[config.mk]
export PLATFORM = sky130hd
export DESIGN_NAME = ripple_carry_adder_detailed_routing_flat
export DESIGN_NICKNAME = d
export VERILOG_FILES = /design/src/rtl/ripple_carry_adder_detailed_routing_pkg.sv /design/src/rtl/ripple_carry_adder_detailed_routing_if.sv /design/src/rtl/ripple_carry_adder_detailed_routing_full_adder.sv /design/src/rtl/ripple_carry_adder_detailed_routing.sv /design/src/flat_wrapper.sv
export SDC_FILE = /design/constraint.sdc
export NUM_CORES = 1
export LEC_CHECK = 0
export CORE_MARGIN = 5
export CORE_UTILIZATION = 30
export DETAILED_ROUTE_END_ITERATION = 12
export PLACE_DENSITY = 0.81
export SYNTH_ARGS = -nofsm -noshare
export SYNTH_HDL_FRONTEND = slang
export SYNTH_SLANG_ARGS = --single-unit
[constraint.sdc]
create_clock -name clk -period 4.5 [get_ports clk]
set_input_delay 0.9 -clock clk [delete_from_list [all_inputs] [get_ports clk]]
set_output_delay 0.9 -clock clk [all_outputs]
set_load 0.02 [all_outputs]
[src/rtl/ripple_carry_adder_detailed_routing_pkg.sv]
// Shared constants and 1-bit full-adder cell equations for the registered
// ripple-carry adder.
package ripple_carry_adder_detailed_routing_pkg;

   localparam int unsigned DEFAULT_WIDTH = 8;

   function automatic logic fa_sum(input logic a, input logic b, input logic ci);
      return a ^ b ^ ci;
   endfunction

   // Generate when both operands are set, propagate an incoming carry otherwise.
   function automatic logic fa_carry(input logic a, input logic b, input logic ci);
      return (a & b) | (ci & (a ^ b));
   endfunction

endpackage

[src/rtl/ripple_carry_adder_detailed_routing_if.sv]
// Operand/result bundle for the registered ripple-carry adder.
interface ripple_carry_adder_detailed_routing_if
   import ripple_carry_adder_detailed_routing_pkg::*;
#(
   parameter int unsigned WIDTH = DEFAULT_WIDTH
);
   logic [WIDTH-1:0] A;
   logic [WIDTH-1:0] B;
   logic             Cin;
   logic [WIDTH-1:0] Sum;
   logic             Cout;

   modport master (output A, output B, output Cin, input Sum, input Cout);
   modport slave  (input A, input B, input Cin, output Sum, output Cout);
endinterface

[src/rtl/ripple_carry_adder_detailed_routing_full_adder.sv]
// Single full-adder cell; one instance per bit of the carry chain.
module full_adder
   import ripple_carry_adder_detailed_routing_pkg::*;
(
   input  logic a,
   input  logic b,
   input  logic ci,
   output logic s,
   output logic co
);
   always_comb begin
      s  = fa_sum(a, b, ci);
      co = fa_carry(a, b, ci);
   end
endmodule

[src/rtl/ripple_carry_adder_detailed_routing.sv]
// WIDTH-bit adder built as an explicit chain of full_adder cells, with
// {Cout,Sum} = A + B + Cin captured in an output register.
module ripple_carry_adder_detailed_routing
   import ripple_carry_adder_detailed_routing_pkg::*;
#(
   parameter int unsigned WIDTH = DEFAULT_WIDTH
)(
   input  logic                                    clk,
   input  logic                                    rst,
   ripple_carry_adder_detailed_routing_if.slave    bus
);
   logic [WIDTH:0]   c;
   logic [WIDTH-1:0] s;

   assign c[0] = bus.Cin;

   for (genvar i = 0; i < WIDTH; i++) begin : g_bit
      full_adder u_fa (
         .a  (bus.A[i]),
         .b  (bus.B[i]),
         .ci (c[i]),
         .s  (s[i]),
         .co (c[i+1])
      );
   end

   always_ff @(posedge clk) begin
      if (rst) begin
         bus.Sum  <= '0;
         bus.Cout <= 1'b0;
      end else begin
         bus.Sum  <= s;
         bus.Cout <= c[WIDTH];
      end
   end
endmodule

[src/flat_wrapper.sv]
// flat-port wrapper written by rule: the top's interface ports become plain ports
module ripple_carry_adder_detailed_routing_flat import ripple_carry_adder_detailed_routing_pkg::*;
#(
   parameter int unsigned WIDTH = DEFAULT_WIDTH
)
  (clk, rst, bus_A, bus_B, bus_Cin, bus_Sum, bus_Cout);
  ripple_carry_adder_detailed_routing_if #(.WIDTH(WIDTH)) bus_i ();
  input  logic clk;
  input  logic rst;
  input wire logic [$bits(bus_i.A)-1:0] bus_A;
  input wire logic [$bits(bus_i.B)-1:0] bus_B;
  input wire logic [$bits(bus_i.Cin)-1:0] bus_Cin;
  output wire logic [$bits(bus_i.Sum)-1:0] bus_Sum;
  output wire logic [$bits(bus_i.Cout)-1:0] bus_Cout;
  assign bus_i.A = bus_A;
  assign bus_i.B = bus_B;
  assign bus_i.Cin = bus_Cin;
  assign bus_Sum = bus_i.Sum;
  assign bus_Cout = bus_i.Cout;
  ripple_carry_adder_detailed_routing #(.WIDTH(WIDTH)) u_core (.clk(clk), .rst(rst), .bus(bus_i));
endmodule
==> run_results.csv, run 1 <==
group,metric,value,unit
cells_and_area,nNetsFinal,92,
yosys,synthCells,33,
floorplanning,die_area,2230,um^2
yosys,synth_enable_flop_cells,0,
yosys,synthesis.area,415,um^2
worst_setup_path,start_kind,"input port",
worst_setup_path,cpMaxStageDelayCell,"fa_1",
pwr,p_total,222,uW
routing,drc,0,
pwr,p_per_area,304,nW/um^2
pwr,ir_worst_vdd,0.0990,mV
global_route,grt_first_pass_wirelength,1320,um
yosys,yosys_warnings,0,
pwr,p_comb_share,32.5,%
routing,drt_pass1_iterations,4,
placed_design,hpwl,753,um
outcome,status,"complete, no violations",
pwr,power_leakage,0.308,nW
cts,cts-root-buf,"clkbuf_4",
routing,vias_per_cell,4.04,
floorplanning,die_width,47.2,um
sta,tightest_slew,0.287,ns
sta,fin_crit_sh,95.2,%
cts,htreeDepth,1,
worst_setup_path,cp_max_fo,1,
floorplanning,start_util,31.9,%
worst_setup_path,path_class,"in2reg",
pwr,p_sw,56.7,uW
yosys,synthTopCellsByArea,"dfxtp_1 43%, fa_1 39%, nor2b_1 9.0%",
sta,hold-worst-slack,1.33,ns
job,cap_violations,0,
yosys,syn_nets,60,
yosys,ys_seq_area_share,43.4,%
worst_setup_path,cp.required,4.69,ns
sta,slew_viol_final,0,
global_route,grt_max_degree,10,
sta,maxSlewHeadroom,80.8,%
cells_and_area,n_antenna_cell,0,
routing,wire_per_inst,10.3,um
placed_design,gp_congestion,0.671,
routing,drt_iter0_drc,3,
yosys,synth-async-reset-ratio,0,%
cells_and_area,drive_gt1_share,4.69,%
worst_setup_path,crit_arrival,4.47,ns
cells_and_area,area_growth,75.9,%
pwr,pwr-share-seq,41.3,%
hold_path,whs_endpoint,"u_core.bus.Sum[0]$_SDFF_PP0_",
routing,routed_wl,810,um
worst_setup_path,cp_common_cell,"fa_1",
worst_setup_path,crit_chain,"clkdlybuf4s50_1 -> inv_1 -> fa_1 -> inv_1 -> fa_1 -> fa_1 -> fa_1 -> fa_1 -> fa_1 -> fa_1 -> inv_1 -> fa_1 -> nor2_1",
yosys,yosys.area.top_type,"dfxtp_1",
sta,hold_viol,0,
floorplanning,ioPinCount,28,
global_route,grt_overflow,0,
global_route,grt.total_usage,9.39,%
sta,rsz0062_at_grt,"no",
cts,cts_tree,"done",
worst_setup_path,critical_path_cell_count,13,
hold_path,hold_depth,4,
pwr,power.share.clock,26.2,%
placed_design,port_buffers,27,
yosys,synth_ff_type,"dfxtp_1",
hold_path,hold_class,"in2reg",
yosys,synth.most_common_cell,"dfxtp_1",
yosys,syn_area_per_cell,12.6,um^2
yosys,synth-seq-cells,9,
pwr,p_int,165,uW
hold_path,hold_start,"bus_A[0]",
sta,finalSetupViolations,0,
cells_and_area,post-route-util,56.2,%
routing,dr_total_vias,319,
worst_setup_path,crit_path_end_kind,"flop",
cts,ctsResizeCount,0,
worst_setup_path,cp_num_buf_inv,4,
routing,ant_nets,0,
pwr,switching_share,25.6,%
floorplanning,fp-row-count,13,
global_route,grt_pass1_vias,335,
yosys,synth_top_area_share,43.4,%
worst_setup_path,crit_family,"adder cells",
sta,min_period,4.28,ns
floorplanning,core_area,1300,um^2
floorplanning,die_h,47.2,um
cts,cts_setup_buffers,0,
cts,numCtsBuffers,3,
worst_setup_path,cpPeakStageDelay,0.40,ns
cts,cts.sinks,9,
cts,cts.path.max_buffers,2,
global_route,antenna_found_initial,0,
sta,max_freq,0.233,GHz
yosys,yosys-top-cells-count,"9 x dfxtp_1, 8 x fa_1, 7 x inv_1",
yosys,ys_types,5,
cts,clk_pin_slew,0.06,ns
cts,ctsHoldBuffers,0,
flip-flops by register name, summed over array words and instances, names as in the netlist:
signal           cells
u_core.bus.Sum       8
u_core.bus.Cout      1
power by group through the flow:
| stage | Clock, mW | Sequential, mW | Combinational, mW |
|---|---|---|---|
| 3_5_place_dp | 0 | 0.0936 | 0.0738 |
| 5_1_grt | 0.0652 | 0.0929 | 0.0800 |
| 6_report | 0.0581 | 0.0917 | 0.0721 |
| 3_3_place_gp | 0 | 0.0932 | 0.0713 |
| 4_1_cts | 0.0610 | 0.0919 | 0.0739 |
| 2_1_floorplan | 0 | 0.106 | 0.0172 |
area by class of cell:
class | count | area, um^2
Timing Repair Buffer | 27 | 270
Sequential cell | 9 | 180
Clock buffer | 4 | 26.3
Fill cell | 122 | 571
Inverter | 7 | 26.3
Tap cell | 15 | 18.8
Multi-Input combinational cell | 17 | 209
worst max-delay path by stage:
stage                              endpoint  slack [ns]     start
2_1_floorplan  u_core.bus.Sum[7]$_SDFF_PP0_        0.50   bus_Cin
3_3_place_gp   u_core.bus.Sum[7]$_SDFF_PP0_       -0.02   bus_Cin
6_report       u_core.bus.Sum[7]$_SDFF_PP0_        0.22   bus_Cin
3_5_place_dp   u_core.bus.Sum[7]$_SDFF_PP0_       -0.04   bus_Cin
5_1_grt        u_core.bus.Sum[7]$_SDFF_PP0_        0.09  bus_B[0]
4_1_cts        u_core.bus.Sum[7]$_SDFF_PP0_        0.22   bus_Cin
placed cells by master (no fill, tap or decap):
cell type,instances
clkdlybuf4s50_1,27
dfxtp_1,9
fa_1,8
inv_1,7
nor2b_1,6
nor2_1,3
clkbuf_4,3
clkbuf_1,1
per-stage QoR:
step / std cells / area [um^2] / setup WS (ns) / TNS [ns]
6_report: 79 / 731 / 0.217 / 0
5_1_grt: 79 / 731 / 0.0937 / 0
4_1_cts: 79 / 731 / 0.221 / 0
3_5_place_dp: 75 / 704 / -0.0444 / -0.0444
3_3_place_gp: 75 / 704 / -0.0216 / -0.0216
2_1_floorplan: 33 / 415 / 0.500 / 0
routing by layer:
metal / routed length, um / vias up / GRT usage [%]
li1: - / 155 / -
met1: 283 / 145 / 9.37
met2: 439 / 17 / 14.9
met3: 60 / 2 / 2.68
met4: 27 / 0 / 9.94
met5: 0 / - / 0
cells by family (layout without fill, tap and decap cells):
kind of cell               Yosys count  in the layout  share of synthesized area, %
DFF                                  9              9                          43.4
and+or+nand+nor                      9              9                          11.7
adders and majority gates            8              8                          38.6
buffers and inverters                7             38                          6.33
No activity file was read; power rests on OpenSTA's default activity.
==> run 2: changes to the inputs <==
--- a/config.mk
+++ b/config.mk
@@ -8,6 +8,7 @@
 export CORE_MARGIN = 5
 export CORE_UTILIZATION = 30
 export DETAILED_ROUTE_END_ITERATION = 12
+export GPL_TIMING_DRIVEN = 0
 export PLACE_DENSITY = 0.81
 export SYNTH_ARGS = -nofsm -noshare
 export SYNTH_HDL_FRONTEND = slang
==> run 2 against run 1 <==
  * Hold slack gained 0.0043 ns
  * Sequential power is essentially flat
  * Wire length grew 0.49%
  * Clock-buffer cell count unchanged
  * First-iteration DRC count is 100% lower
  * Maximum frequency rose by 0.18%
  * Flip-flop and latch count is the same
  * Largest power group unchanged
  * Global-route usage shrank 0.55 points
  * Non-clock buffer count unchanged
  * Utilization unchanged
==> run_results.csv, run 2 (synthesis results as in run 1) <==
group,metric,value,unit
global_route,grt_max_degree,10,
worst_setup_path,cp.required,4.69,ns
cts,cts_tree,"done",
job,cap_violations,0,
cells_and_area,most-common-layout-cells,"27 x clkdlybuf4s50_1, 9 x dfxtp_1, 8 x fa_1",
cts,numCtsBuffers,3,
cells_and_area,drive_gt1_share,4.69,%
floorplanning,die_width,47.2,um
worst_setup_path,cpMaxStageDelayCell,"clkdlybuf4s50_1",
cells_and_area,multi_input_area,209,um^2
worst_setup_path,start_kind,"input port",
cells_and_area,regMostFlops,"u_core.bus.Sum",
routing,routed_wl,814,um
routing,drc,0,
cts,ctsHoldBuffers,0,
cts,cts_setup_buffers,0,
cts,clk_pin_slew,0.05,ns
floorplanning,die_h,47.2,um
cells_and_area,layout_commonest_cell,"clkdlybuf4s50_1",
floorplanning,die_area,2230,um^2
global_route,grt_pass1_vias,334,
routing,drt_pass1_iterations,1,
sta,tightest_slew,0.277,ns
worst_setup_path,cp_max_fo,1,
outcome,status,"complete, no violations",
pwr,p_per_area,302,nW/um^2
worst_setup_path,cpPeakStageDelay,0.40,ns
cells_and_area,largest_registers,"u_core.bus.Sum: 8 flops, u_core.bus.Cout: 1 flops",
routing,wire_per_inst,10.3,um
worst_setup_path,cp_common_cell,"fa_1",
placed_design,gp_congestion,0.645,
pwr,power_leakage,0.308,nW
cells_and_area,nNetsFinal,92,
sta,slew_viol_final,0,
worst_setup_path,crit_path_end_kind,"flop",
placed_design,hpwl,774,um
routing,dr_total_vias,322,
cts,htreeDepth,1,
cells_and_area,largest_register_ffs,8,
global_route,grt_first_pass_wirelength,1240,um
cells_and_area,n_antenna_cell,0,
sta,rsz0062_at_grt,"no",
cells_and_area,fillers,124,
cts,ctsResizeCount,0,
pwr,p_total,221,uW
sta,max_freq,0.234,GHz
cells_and_area,seq_area,180,um^2
placed_design,place_inst,75,
cells_and_area,area_growth,75.9,%
floorplanning,fp-row-count,13,
global_route,grt_overflow,0,
floorplanning,core_area,1300,um^2
routing,ant_nets,0,
routing,vias_per_cell,4.08,
hold_path,hold_class,"in2reg",
global_route,grt.total_usage,8.84,%
sta,fin_crit_sh,95.0,%
sta,min_period,4.28,ns
worst_setup_path,crit_arrival,4.46,ns
cts,cts.path.max_buffers,2,
sta,hold_viol,0,
cts,cts-root-buf,"clkbuf_4",
worst_setup_path,path_class,"in2reg",
floorplanning,ioPinCount,28,
pwr,ir_worst_vdd,0.0990,mV
floorplanning,start_util,31.9,%
global_route,antenna_found_initial,0,
placed_design,port_buffers,27,
cells_and_area,layout.cells.non_filler,79,
sta,setup_tns,0,ns
routing,drt_iter0_drc,0,
cells_and_area,post-route-util,56.2,%
sta,finalSetupViolations,0,
sta,maxSlewHeadroom,81.5,%
cts,cts.sinks,9,
worst_setup_path,crit_chain,"clkdlybuf4s50_1 -> inv_1 -> fa_1 -> inv_1 -> fa_1 -> fa_1 -> fa_1 -> fa_1 -> fa_1 -> fa_1 -> inv_1 -> fa_1 -> nor2_1",
## run 2: cell counts in the layout (fill, tap and decap cells not counted)
No cell type changed its count.
## run 2: path summary, 6_finish.rpt
kind,cells past startpoint,start,slack [ns],endpoint
worst max-delay path,13,bus_Cin,0.22,u_core.bus.Sum[7]$_SDFF_PP0_
worst min-delay path,4,bus_A[0],1.33,u_core.bus.Sum[0]$_SDFF_PP0_
## run 2: final cells by class
class                           instances  share of cell area, %
Clock buffer                            4                   3.60
Sequential cell                         9                   24.7
Inverter                                7                   3.60
Timing Repair Buffer                   27                   37.0
Tap cell                               15                   2.57
Multi-Input combinational cell         17                   28.6
## run 2: worst max-delay path, delay by kind of cell
kind	cells	cell delay, ns
adders and majority gates	8	2.88
and+or+nand+nor	1	0.08
buffers and inverters	4	0.61
## run 2: report_power, final
part           internal [mW]  switching, mW  leakage, nW
logic                 0.0413         0.0298        0.218
registers             0.0896        0.00239       0.0750
clock network         0.0339         0.0238       0.0150
## run 2: metal layers
layer | vias to the layer above | GRT usage (%) | share of wire [%]
met4 | 0 | 9.94 | 3.3
met2 | 17 | 15.4 | 56
met5 | - | 0 | 0
met3 | 2 | 2.68 | 12
li1 | 155 | - | -
met1 | 148 | 7.26 | 29
## run 2: stage by stage
stage          hold WS, ns  cell area [um^2]  setup WS [ns]
2_1_floorplan        0.972               415          0.500
3_3_place_gp          1.59               704       -0.00981
3_5_place_dp          1.61               704        -0.0477
4_1_cts               1.34               731          0.214
5_1_grt               1.37               731         0.0723
6_report              1.33               731          0.225
==> run 3: changes to the inputs <==
--- a/config.mk
+++ b/config.mk
@@ -9,7 +9,7 @@
 export CORE_UTILIZATION = 30
 export DETAILED_ROUTE_END_ITERATION = 12
 export GPL_TIMING_DRIVEN = 0
-export PLACE_DENSITY = 0.81
+export PLACE_DENSITY = 0.82
 export SYNTH_ARGS = -nofsm -noshare
 export SYNTH_HDL_FRONTEND = slang
 export SYNTH_SLANG_ARGS = --single-unit
==> run 3 against run 2 <==
  * First-iteration DRC count increased by 1
  * Clock-buffer cell count unchanged
  * Cell area is the same
  * Setup slack got worse by 0.0095 ns
  * Critical path depth unchanged
  * Sequential share of layout area unchanged
  * Clock power up 0.7%
  * Sequential power is essentially flat
  * Combinational power about the same
  * Critical path type unchanged
  * Largest cell class unchanged
  * Largest power group unchanged
==> run_results.csv, run 3 (synthesis results as in run 1) <==
group,metric,value,unit
pwr,ir_worst_vdd,0.0895,mV
worst_setup_path,cp_max_fo,1,
sta,maxSlewHeadroom,80.9,%
pwr,p_comb_share,32.1,%
floorplanning,start_util,31.9,%
hold_path,hold_class,"in2reg",
placed_design,hpwl,717,um
floorplanning,ioPinCount,28,
pwr,pwr-share-seq,41.6,%
hold_path,hold_start,"bus_A[0]",
pwr,power_leakage,0.308,nW
cts,cts_tree,"done",
routing,vias_per_cell,4.06,
pwr,p_sw,56.0,uW
outcome,status,"complete, no violations",
global_route,grt_overflow,0,
sta,finalSetupViolations,0,
worst_setup_path,path_class,"in2reg",
worst_setup_path,cp.required,4.69,ns
routing,wl_met1,227,um
floorplanning,fp-row-count,13,
worst_setup_path,crit_arrival,4.47,ns
hold_path,whs_endpoint,"u_core.bus.Sum[0]$_SDFF_PP0_",
worst_setup_path,cpMaxStageDelayCell,"fa_1",
routing,met3WireLength,84,um
floorplanning,core_area,1300,um^2
routing,met2_wirelength,424,um
pwr,switching_share,25.4,%
sta,max_freq,0.233,GHz
pwr,p_total,221,uW
placed_design,place_area,704,um^2
routing,routed_wl,784,um
sta,tightest_slew,0.285,ns
cells_and_area,nNetsFinal,92,
cts,numCtsBuffers,3,
cts,ctsHoldBuffers,0,
job,cap_violations,0,
cts,cts-root-buf,"clkbuf_4",
cts,cts_setup_buffers,0,
worst_setup_path,cpPeakStageDelay,0.41,ns
cts,htreeDepth,1,
sta,rsz0062_at_grt,"no",
sta,min_period,4.28,ns
placed_design,pre_cts_ws,-0.0710,ns
cts,cts.sinks,9,
pwr,p_per_area,302,nW/um^2
routing,dr_total_vias,321,
cells_and_area,n_antenna_cell,0,
sta,hold_viol,0,
routing,drt_iter0_drc,1,
routing,wire_per_inst,9.92,um
routing,drt_pass1_iterations,4,
cells_and_area,largest_register_ffs,8,
worst_setup_path,crit_chain,"clkdlybuf4s50_1 -> inv_1 -> fa_1 -> inv_1 -> fa_1 -> fa_1 -> fa_1 -> fa_1 -> fa_1 -> fa_1 -> inv_1 -> fa_1 -> nor2_1",
global_route,grt_first_pass_wirelength,1240,um
cells_and_area,drive_gt1_share,4.69,%
pwr,power.share.clock,26.3,%
cts,cts.path.max_buffers,2,
global_route,grt_pass1_vias,320,
sta,slew_viol_final,0,
routing,top_layer,"met4",
cells_and_area,layout_commonest_cell,"clkdlybuf4s50_1",
cts,ctsResizeCount,0,
cells_and_area,final_area,731,um^2
cells_and_area,largest_registers,"u_core.bus.Sum: 8 flops, u_core.bus.Cout: 1 flops",
worst_setup_path,crit_path_end_kind,"flop",
routing,ant_nets,0,
placed_design,port_buffers,27,
floorplanning,die_area,2230,um^2
placed_design,gp_congestion,0.603,
cells_and_area,most-common-layout-cells,"27 x clkdlybuf4s50_1, 9 x dfxtp_1, 8 x fa_1",
global_route,grt.total_usage,9.01,%
floorplanning,die_width,47.2,um
cells_and_area,regMostFlops,"u_core.bus.Sum",
worst_setup_path,start_kind,"input port",
hold_path,hold_depth,4,
sta,fin_crit_sh,95.2,%
worst_setup_path,cp_common_cell,"fa_1",
global_route,antenna_found_initial,0,
floorplanning,die_h,47.2,um
sta,setup_ws,0.215,ns
global_route,grt_max_degree,10,
pwr,p_int,165,uW
cts,clk_pin_slew,0.05,ns
cells_and_area,area_growth,75.9,%
routing,drc,0,
[run 3: metal layers]
metal,vias to the layer above,global-route usage (%)
li1,153,-
met3,4,1.53
met5,-,0
met1,146,8.92
met4,0,13.3
met2,18,13.3
[run 3: worst max-delay path by stage]
stage / depth (start not counted) / startpoint / end
after floorplan: 12 / bus_Cin / u_core.bus.Sum[7]$_SDFF_PP0_
after global placement: 13 / bus_Cin / u_core.bus.Sum[7]$_SDFF_PP0_
after detailed placement: 13 / bus_Cin / u_core.bus.Sum[7]$_SDFF_PP0_
after CTS: 13 / bus_Cin / u_core.bus.Sum[7]$_SDFF_PP0_
after global routing: 13 / bus_Cin / u_core.bus.Sum[7]$_SDFF_PP0_
final: 13 / bus_Cin / u_core.bus.Sum[7]$_SDFF_PP0_
[run 3: area by class of cell]
class                           count  area [um^2]
Fill cell                         120          571
Timing Repair Buffer               27          270
Multi-Input combinational cell     17          209
Sequential cell                     9          180
Clock buffer                        4         26.3
Inverter                            7         26.3
Tap cell                           15         18.8
[run 3: worst max-delay path: cells and delay by family]
family	cells	cell delay [ns]
adders and majority gates	8	2.89
and+or+nand+nor	1	0.09
buffers and inverters	4	0.61
[run 3: power groups by stage]
| stage | Combinational, mW | Clock, mW | Sequential (mW) |
|---|---|---|---|
| floorplan | 0.0172 | 0 | 0.106 |
| global placement | 0.0708 | 0 | 0.0933 |
| detailed placement | 0.0726 | 0 | 0.0935 |
| CTS | 0.0727 | 0.0614 | 0.0918 |
| global route | 0.0788 | 0.0659 | 0.0931 |
| finish | 0.0709 | 0.0581 | 0.0917 |
[run 3: per-stage QoR]
| stage | setup TNS [ns] | hold slack, ns | cells | utilization, % |
|---|---|---|---|---|
| after floorplan | 0 | 0.972 | 33 | - |
| after global placement | -0.00930 | 1.59 | 75 | 54.1 |
| after detailed placement | -0.0710 | 1.60 | 75 | 54.1 |
| after CTS | 0 | 1.32 | 79 | 56.2 |
| after global routing | 0 | 1.35 | 79 | 56.2 |
| final | 0 | 1.33 | 79 | 56.2 |
